<file path="src/rtl/sdp_ram_fifo_pkg.sv">
// sdp_ram_fifo_pkg
//   Shared defaults and types for the SDP-RAM FIFO slice.
//   Optional feature macro: SDP_RAM_FIFO_COUNT_EN (default undefined). When
//   defined, the FIFO top exposes a registered occupancy port named count.
//   Contents:
//     SDP_DATA_WIDTH_DFLT / SDP_ADDR_WIDTH_DFLT  default parameter values
//     sdp_xfer_t                                per-cycle handshake events
package sdp_ram_fifo_pkg;

  localparam int unsigned SDP_DATA_WIDTH_DFLT = 8;
  localparam int unsigned SDP_ADDR_WIDTH_DFLT = 4;

  // Events decided combinationally each cycle from the current state.
  typedef struct packed {
    logic push;  // word accepted from the producer into RAM
    logic pop;   // head word taken by the consumer
    logic load;  // head register refilled from RAM
  } sdp_xfer_t;

endpackage

</file>
<file path="src/rtl/sdp_ram_core.sv">
// sdp_ram_core
//   Distributed simple-dual-port RAM: synchronous write port, asynchronous
//   read port. No reset; contents are undefined until written.
//   Ports:
//     clock  in   write clock
//     we     in   write enable
//     waddr  in   write address
//     wdata  in   write data
//     raddr  in   read address
//     rdata  out  read data, combinational from raddr
module sdp_ram_core
  import sdp_ram_fifo_pkg::*;
#(
  parameter int unsigned DATA_WIDTH = SDP_DATA_WIDTH_DFLT,
  parameter int unsigned ADDR_WIDTH = SDP_ADDR_WIDTH_DFLT
) (
  input  logic                  clock,
  input  logic                  we,
  input  logic [ADDR_WIDTH-1:0] waddr,
  input  logic [DATA_WIDTH-1:0] wdata,
  input  logic [ADDR_WIDTH-1:0] raddr,
  output logic [DATA_WIDTH-1:0] rdata
);

  (* syn_ramstyle = "distributed" *)
  logic [DATA_WIDTH-1:0] mem_q [0:(1 << ADDR_WIDTH)-1];

  always_ff @(posedge clock) begin
    if (we) begin
      mem_q[waddr] <= wdata;
    end
  end

  assign rdata = mem_q[raddr];

endmodule

</file>
<file path="src/rtl/sdp_ram_fifo.sv">
// sdp_ram_fifo
//   Synchronous valid/ready FIFO: 2^ADDR_WIDTH words in a distributed RAM
//   plus one registered head word on the output.
//   Optional feature macro: SDP_RAM_FIFO_COUNT_EN adds the count port.
//   Ports:
//     clock      in   single clock
//     resetn     in   asynchronous active-low reset
//     in_valid   in   producer offers in_data
//     in_ready   out  RAM not full (state only)
//     in_data    in   write word
//     out_valid  out  out_data holds the oldest word
//     out_ready  in   consumer takes out_data
//     out_data   out  registered head word
//     count      out  words held (RAM + head), only with SDP_RAM_FIFO_COUNT_EN
module sdp_ram_fifo
  import sdp_ram_fifo_pkg::*;
#(
  parameter int unsigned DATA_WIDTH = SDP_DATA_WIDTH_DFLT,
  parameter int unsigned ADDR_WIDTH = SDP_ADDR_WIDTH_DFLT
) (
  input  logic                  clock,
  input  logic                  resetn,
  input  logic                  in_valid,
  output logic                  in_ready,
  input  logic [DATA_WIDTH-1:0] in_data,
  output logic                  out_valid,
  input  logic                  out_ready,
  output logic [DATA_WIDTH-1:0] out_data
`ifdef SDP_RAM_FIFO_COUNT_EN
  ,
  output logic [ADDR_WIDTH:0]   count
`endif
);

  localparam logic [ADDR_WIDTH:0] PTR_ONE = {{ADDR_WIDTH{1'b0}}, 1'b1};

  // Pointers carry one extra wrap bit so full and empty are distinguishable.
  logic [ADDR_WIDTH:0]   wr_ptr_q, wr_ptr_d;
  logic [ADDR_WIDTH:0]   rd_ptr_q, rd_ptr_d;
  logic                  out_valid_q, out_valid_d;
  logic [DATA_WIDTH-1:0] out_data_q, out_data_d;
  logic [DATA_WIDTH-1:0] ram_rdata;
  logic                  ram_empty, ram_full;
  sdp_xfer_t             xfer;

  sdp_ram_core #(
    .DATA_WIDTH(DATA_WIDTH),
    .ADDR_WIDTH(ADDR_WIDTH)
  ) u_ram (
    .clock (clock),
    .we    (xfer.push),
    .waddr (wr_ptr_q[ADDR_WIDTH-1:0]),
    .wdata (in_data),
    .raddr (rd_ptr_q[ADDR_WIDTH-1:0]),
    .rdata (ram_rdata)
  );

  always_comb begin
    ram_empty = (wr_ptr_q == rd_ptr_q);
    ram_full  = (wr_ptr_q[ADDR_WIDTH-1:0] == rd_ptr_q[ADDR_WIDTH-1:0]) &&
                (wr_ptr_q[ADDR_WIDTH] != rd_ptr_q[ADDR_WIDTH]);

    xfer.push = in_valid & ~ram_full;
    xfer.pop  = out_valid_q & out_ready;
    // A load never reads the slot being written this cycle: it needs a
    // non-empty RAM, so rd_ptr cannot equal wr_ptr.
    xfer.load = ~ram_empty & (~out_valid_q | out_ready);

    wr_ptr_d    = wr_ptr_q;
    rd_ptr_d    = rd_ptr_q;
    out_valid_d = out_valid_q;
    out_data_d  = out_data_q;

    if (xfer.push) begin
      wr_ptr_d = wr_ptr_q + PTR_ONE;
    end

    if (xfer.load) begin
      rd_ptr_d    = rd_ptr_q + PTR_ONE;
      out_valid_d = 1'b1;
      out_data_d  = ram_rdata;
    end else if (xfer.pop) begin
      out_valid_d = 1'b0;
    end
  end

  always_ff @(posedge clock or negedge resetn) begin
    if (!resetn) begin
      wr_ptr_q    <= '0;
      rd_ptr_q    <= '0;
      out_valid_q <= 1'b0;
      out_data_q  <= '0;
    end else begin
      wr_ptr_q    <= wr_ptr_d;
      rd_ptr_q    <= rd_ptr_d;
      out_valid_q <= out_valid_d;
      out_data_q  <= out_data_d;
    end
  end

  assign in_ready  = ~ram_full;
  assign out_valid = out_valid_q;
  assign out_data  = out_data_q;

`ifdef SDP_RAM_FIFO_COUNT_EN
  // Occupancy is RAM words plus the head register, built from next-state
  // values so it moves on the same edge as the pointers.
  logic [ADDR_WIDTH:0] count_q, count_d;

  always_comb begin
    count_d = (wr_ptr_d - rd_ptr_d) + {{ADDR_WIDTH{1'b0}}, out_valid_d};
  end

  always_ff @(posedge clock or negedge resetn) begin
    if (!resetn) begin
      count_q <= '0;
    end else begin
      count_q <= count_d;
    end
  end

  assign count = count_q;
`endif

endmodule

</file>
<file path="config.mk">
export PLATFORM = sky130hd
export DESIGN_NAME = sdp_ram_fifo
export DESIGN_NICKNAME = d
export VERILOG_FILES = /design/src/rtl/sdp_ram_fifo_pkg.sv /design/src/rtl/sdp_ram_core.sv /design/src/rtl/sdp_ram_fifo.sv
export SDC_FILE = /design/constraint.sdc
export NUM_CORES = 1
export LEC_CHECK = 0
export BUFFER_PORTS_ARGS = -buffer_cell sky130_fd_sc_hd__buf_2
export CORE_MARGIN = 5
export CORE_UTILIZATION = 50
export DETAILED_ROUTE_END_ITERATION = 7
export HOLD_SLACK_MARGIN = 0.12
export PLACE_DENSITY_LB_ADDON = 0.1
export SETUP_SLACK_MARGIN = 0.05
export SYNTH_ARGS = -nofsm -noshare
export SYNTH_HDL_FRONTEND = slang
export SYNTH_SLANG_ARGS = --single-unit
</file>
<file path="constraint.sdc">
create_clock -name clock -period 4.7 [get_ports clock]
set_input_delay 0.94 -clock clock [delete_from_list [all_inputs] [get_ports clock]]
set_output_delay 0.94 -clock clock [all_outputs]
set_load 0.03 [all_outputs]
</file>
After elaboration in Yosys (flattened, before gate mapping) --
Memory sizes are Yosys's and may differ from the RTL's. A register that Yosys moved wholly into a read port is not among the register bits. Cells that the tools add are included.
Word-level totals: register bits after elaboration 11, latch bits 0, RAM bits 128, bits in read-only memories 0, input bits 12, output and inout bits 10, logic and storage cells 23, memories 1
Memories:
- u_ram.mem_q | words 16, bits a word 8, read ports 1, clocked after Yosys merged registers in 1, write ports 1, line sdp_ram_core.sv:26 | logic [DATA_WIDTH-1:0] mem_q [0:(1 << ADDR_WIDTH)-1];
Operators by class: $add $sub $neg 2, multipliers 0, div/mod/pow operators 0, order comparisons 0, equality and inequality tests 3, shifts and indexed selects 0, muxes and demuxes 4, bitwise gates (word level) 7, reductions and logical operators 3
Operators with widths (count):
- $add A5 B1 Y5 const B | 2
- $eq A5 B5 Y1 | 1
- $eq A4 B4 Y1 | 1
- $mux W1 | 4
- $and A1 B1 Y1 | 3
- $not A1 Y1 | 3
- $reduce_bool A2 Y1 | 1
- $logic_and A1 B1 Y1 | 1
- $logic_not A1 Y1 | 1
- $ne A1 B1 Y1 | 1
- $or A1 B1 Y1 | 1

Logic depth before layout (Yosys ltp) --
depth after elaboration 6, gate-level depth with buffers 6, depth with buffers taken out 4

Modules after synthesis --
From an unflattened synthesis, not the netlist that was laid out.
Unflattened totals: cells, all modules 286, area total of the unflattened synthesis 5866.9 um^2
By module, submodules not included:
- sdp_ram_core | times used 1, cells an instance 221, area each 4987.3 um^2, seq. area each 3843.7 um^2
- sdp_ram_fifo | times used 1, cells an instance 65, area each 879.6 um^2, seq. area each 475.5 um^2

Worst setup path before layout --
Ideal clock, no wire load.
path kind register -> output, start point register wr_ptr_q[2], end point output port in_ready, data arrival time 1237 ps, data required time 3760 ps, setup slack 2523 ps, stages on the path, launching flop included 5, path buffers 1, path through dfrtp_1 clkbuf_1 xnor2_1 nand4_2 nand2b_1
Between the ends: longest elaborated chain between the ends 3
Ends and longest elaborated chain:
- start: declaration | line sdp_ram_fifo.sv:38 | logic [ADDR_WIDTH:0] wr_ptr_q, wr_ptr_d;
- start signal: assignment | line sdp_ram_fifo.sv:94 | wr_ptr_q <= wr_ptr_d;
- $eq A4 B4 Y1 | line sdp_ram_fifo.sv:60 | ram_full = (wr_ptr_q[ADDR_WIDTH-1:0] == rd_ptr_q[ADDR_WIDTH-1:0]) &&
- $logic_and A1 B1 Y1 | line sdp_ram_fifo.sv:60
- $not A1 Y1 | line sdp_ram_fifo.sv:101 | assign in_ready = ~ram_full;
- end: declaration | line sdp_ram_fifo.sv:24 | output logic in_ready,
Every way passes these cells.

Final worst setup path --
start point register rd_ptr_q[0], end point output port in_ready
Between the ends: longest elaborated chain between the ends 3
Ends and longest elaborated chain:
- start: declaration | line sdp_ram_fifo.sv:39 | logic [ADDR_WIDTH:0] rd_ptr_q, rd_ptr_d;
- start signal: assignment | line sdp_ram_fifo.sv:95 | rd_ptr_q <= rd_ptr_d;
- $eq A4 B4 Y1 | line sdp_ram_fifo.sv:60
- $logic_and A1 B1 Y1 | line sdp_ram_fifo.sv:60
- $not A1 Y1 | line sdp_ram_fifo.sv:101
Every way passes these cells.

==> run metrics <==
status=finished clean; initial antenna violation count=0; Yosys reg bits=147; CTS tree=done; Die Width=118.8 um; Detail Route Antenna Nets=0; Ports=22; critical path endpoint category=primary output; Distinct cells, synth=30; fin. max-slew vios=0; fin cells=472; Initial Util=51.41%; CP delay by family, top=flip-flops; Mean Syn Cell Area=20.49 um^2; nets=334; worst-case clock buffer depth=2; via count=2,749; Min Clock Period, post-route=3.091 ns; Worst-Skew Late Latency=0.41 ns; drt initial violations=229; Vias/cell=5.824; YS warnings=0; final setup fails=0; drt wl/cell=24.76 um; drt drc=0; Critical Path Fanout Max=23; Fin Setup TNS=0 ns; FMAX=0.3236 GHz; EDFF count, synth=128; skew final=0.008849 ns; CTS Sinks=147; Post-Synthesis Cells=289; iteration count of the initial detailed-routing pass=5; total track usage=17.62%; critical path arrival=2.15 ns; Async SR Flop Fraction=12.93%; setup slack after layout=1.610 ns; CP bufs+invs=1; H-Tree Depth=4; worst min-delay path class=input port to asynchronous set/reset pin; routability congestion estimate=0.7335; fin crit share=65.76%; first-pass GRT wire length=17.67 mm; Worst-path clk slew=0.06 ns; die height=118.8 um; Commonest cells post-synth=128 x edfxtp_1, 24 x mux4_2, 19 x dfrtp_1; ant diodes=0; vias in the first global route=2,844; static leakage=2.302 nW; fin util=57.33%; DP Cell Count=441; CP max stage delay=0.86 ns; relative slew slack=42.52%; die area=14,120 um^2; r2r setup slk=2.03 ns; Final Hold Fails=0; crit-path cells=xnor2_1 -> nand4_2 -> nand2b_1 -> buf_2; crit path launch type=register; Syn-to-layout area delta=11.52%; ratio of cells with drive above 1 in the final layout=24.01%; Slowest-stage cell, CP=dfrtp_2; synthesized area=5921 um^2; grt ovf=0; Slew @ Worst Pin=0.8604 ns; core box area=11,520 um^2; CTS root buf=clkbuf_16; Rows=39; Seq/Total Area, Yosys=72.95%; TritonCTS Buffers=17; worst r2r path cells=5; top-area cell type share of the netlist area=64.92%; placed inst area=6118 um^2; cts hold-fix bufs=0; RSZ-0062 raised after global routing=false; Worst IR Drop VDD=269.0 uV; detailed placer's ending HPWL=7.508 mm; largest net degree at the start of global routing=37; MaxCap Viol Count=0; Final Total Pwr=4.154 mW; synth top area cells=edfxtp_1 65%, mux4_2 9.1%, dfrtp_1 8.0%; Top FF cell, synth=edfxtp_1; CP Class=register to primary output; # port buffers=21; postcts setup bufs=0; Routed WL=11.69 mm; CP Depth=4; minimum hold slack=0.4805 ns; Synthesized Nets=306; pwr dens=629.1 nW/um^2; post-CTS sizing=0; area leader, netlist=edfxtp_1; Design Area, Final=6603 um^2; CP required=3.76 ns; count leader, synth=edfxtp_1; Placement Setup Slack=1.980 ns
## registers in the layout, indices dropped and copies added, names as in the netlist
register	cells
out_valid	1
u_ram.mem_q	128
out_data	8
rd_ptr_q	5
wr_ptr_q	5
## metal layers
metal  wire length, um  global-route usage (%)
met1              5564                   25.83
met2              5369                   25.15
met3               597                   5.071
met4               154                   6.951
met5                 0                       0
## logic make-up (layout without fill, tap and decap cells)
logic type,count (synthesis),in the layout,synth area share (%)
xor+xnor,14,14,2.071
mux,42,42,15.09
flops,147,147,72.95
compound gates,24,24,3.085
fa+ha+maj,5,5,1.057
buf+inv,18,58,2.050
simple gates,39,39,3.698
## layout by cell type, fill, tap and decap left out, types with 2 or more instances in the layout
cell | Yosys | layout
edfxtp_1 | 128 | 128
mux4_2 | 24 | 24
buf_2 | 2 | 21
dfrtp_1 | 19 | 18
clkbuf_16 | 0 | 17
a22oi_1 | 16 | 16
and3_1 | 14 | 14
xnor2_1 | 12 | 12
nand2_1 | 9 | 9
mux2_4 | 8 | 8
mux4_1 | 8 | 8
clkinv_1 | 0 | 7
nor2b_1 | 6 | 6
ha_1 | 5 | 5
o211ai_1 | 4 | 4
clkbuf_1 | 6 | 4
inv_1 | 3 | 3
and2_1 | 3 | 3
nor2_1 | 3 | 3
buf_4 | 0 | 3
xor2_1 | 2 | 2
nand2b_1 | 2 | 2
o2111ai_1 | 2 | 2
o21a_1 | 2 | 2
clkinv_2 | 0 | 2
## final cells by class
| class | instances | area (um^2) |
|---|---|---|
| tap | 143 | 178.9 |
| timing repair buffer | 24 | 127.6 |
| multi-input combinational | 124 | 1480 |
| clock buffer | 21 | 440.4 |
| inverter | 3 | 11.26 |
| clock inverter | 10 | 43.79 |
| sequential | 147 | 4320 |
| fill | 875 | 4913 |
## worst paths after layout
check,to,from
max in group asynchronous,rd_ptr_q[0],resetn
worst max register to register,out_data[2],rd_ptr_q[0]
worst max-delay path,in_ready,rd_ptr_q[0]
worst min register to register,out_data[5],out_data[5]
worst min-delay path,wr_ptr_q[2],resetn
min in group clock,out_data[5],out_data[5]
## report_power, final
| part | switching (mW) | internal, mW |
|---|---|---|
| clock network | 0.459 | 0.654 |
| registers | 0.181 | 1.62 |
| logic | 0.662 | 0.573 |
Note: power is estimated with default switching activity, not from simulation.
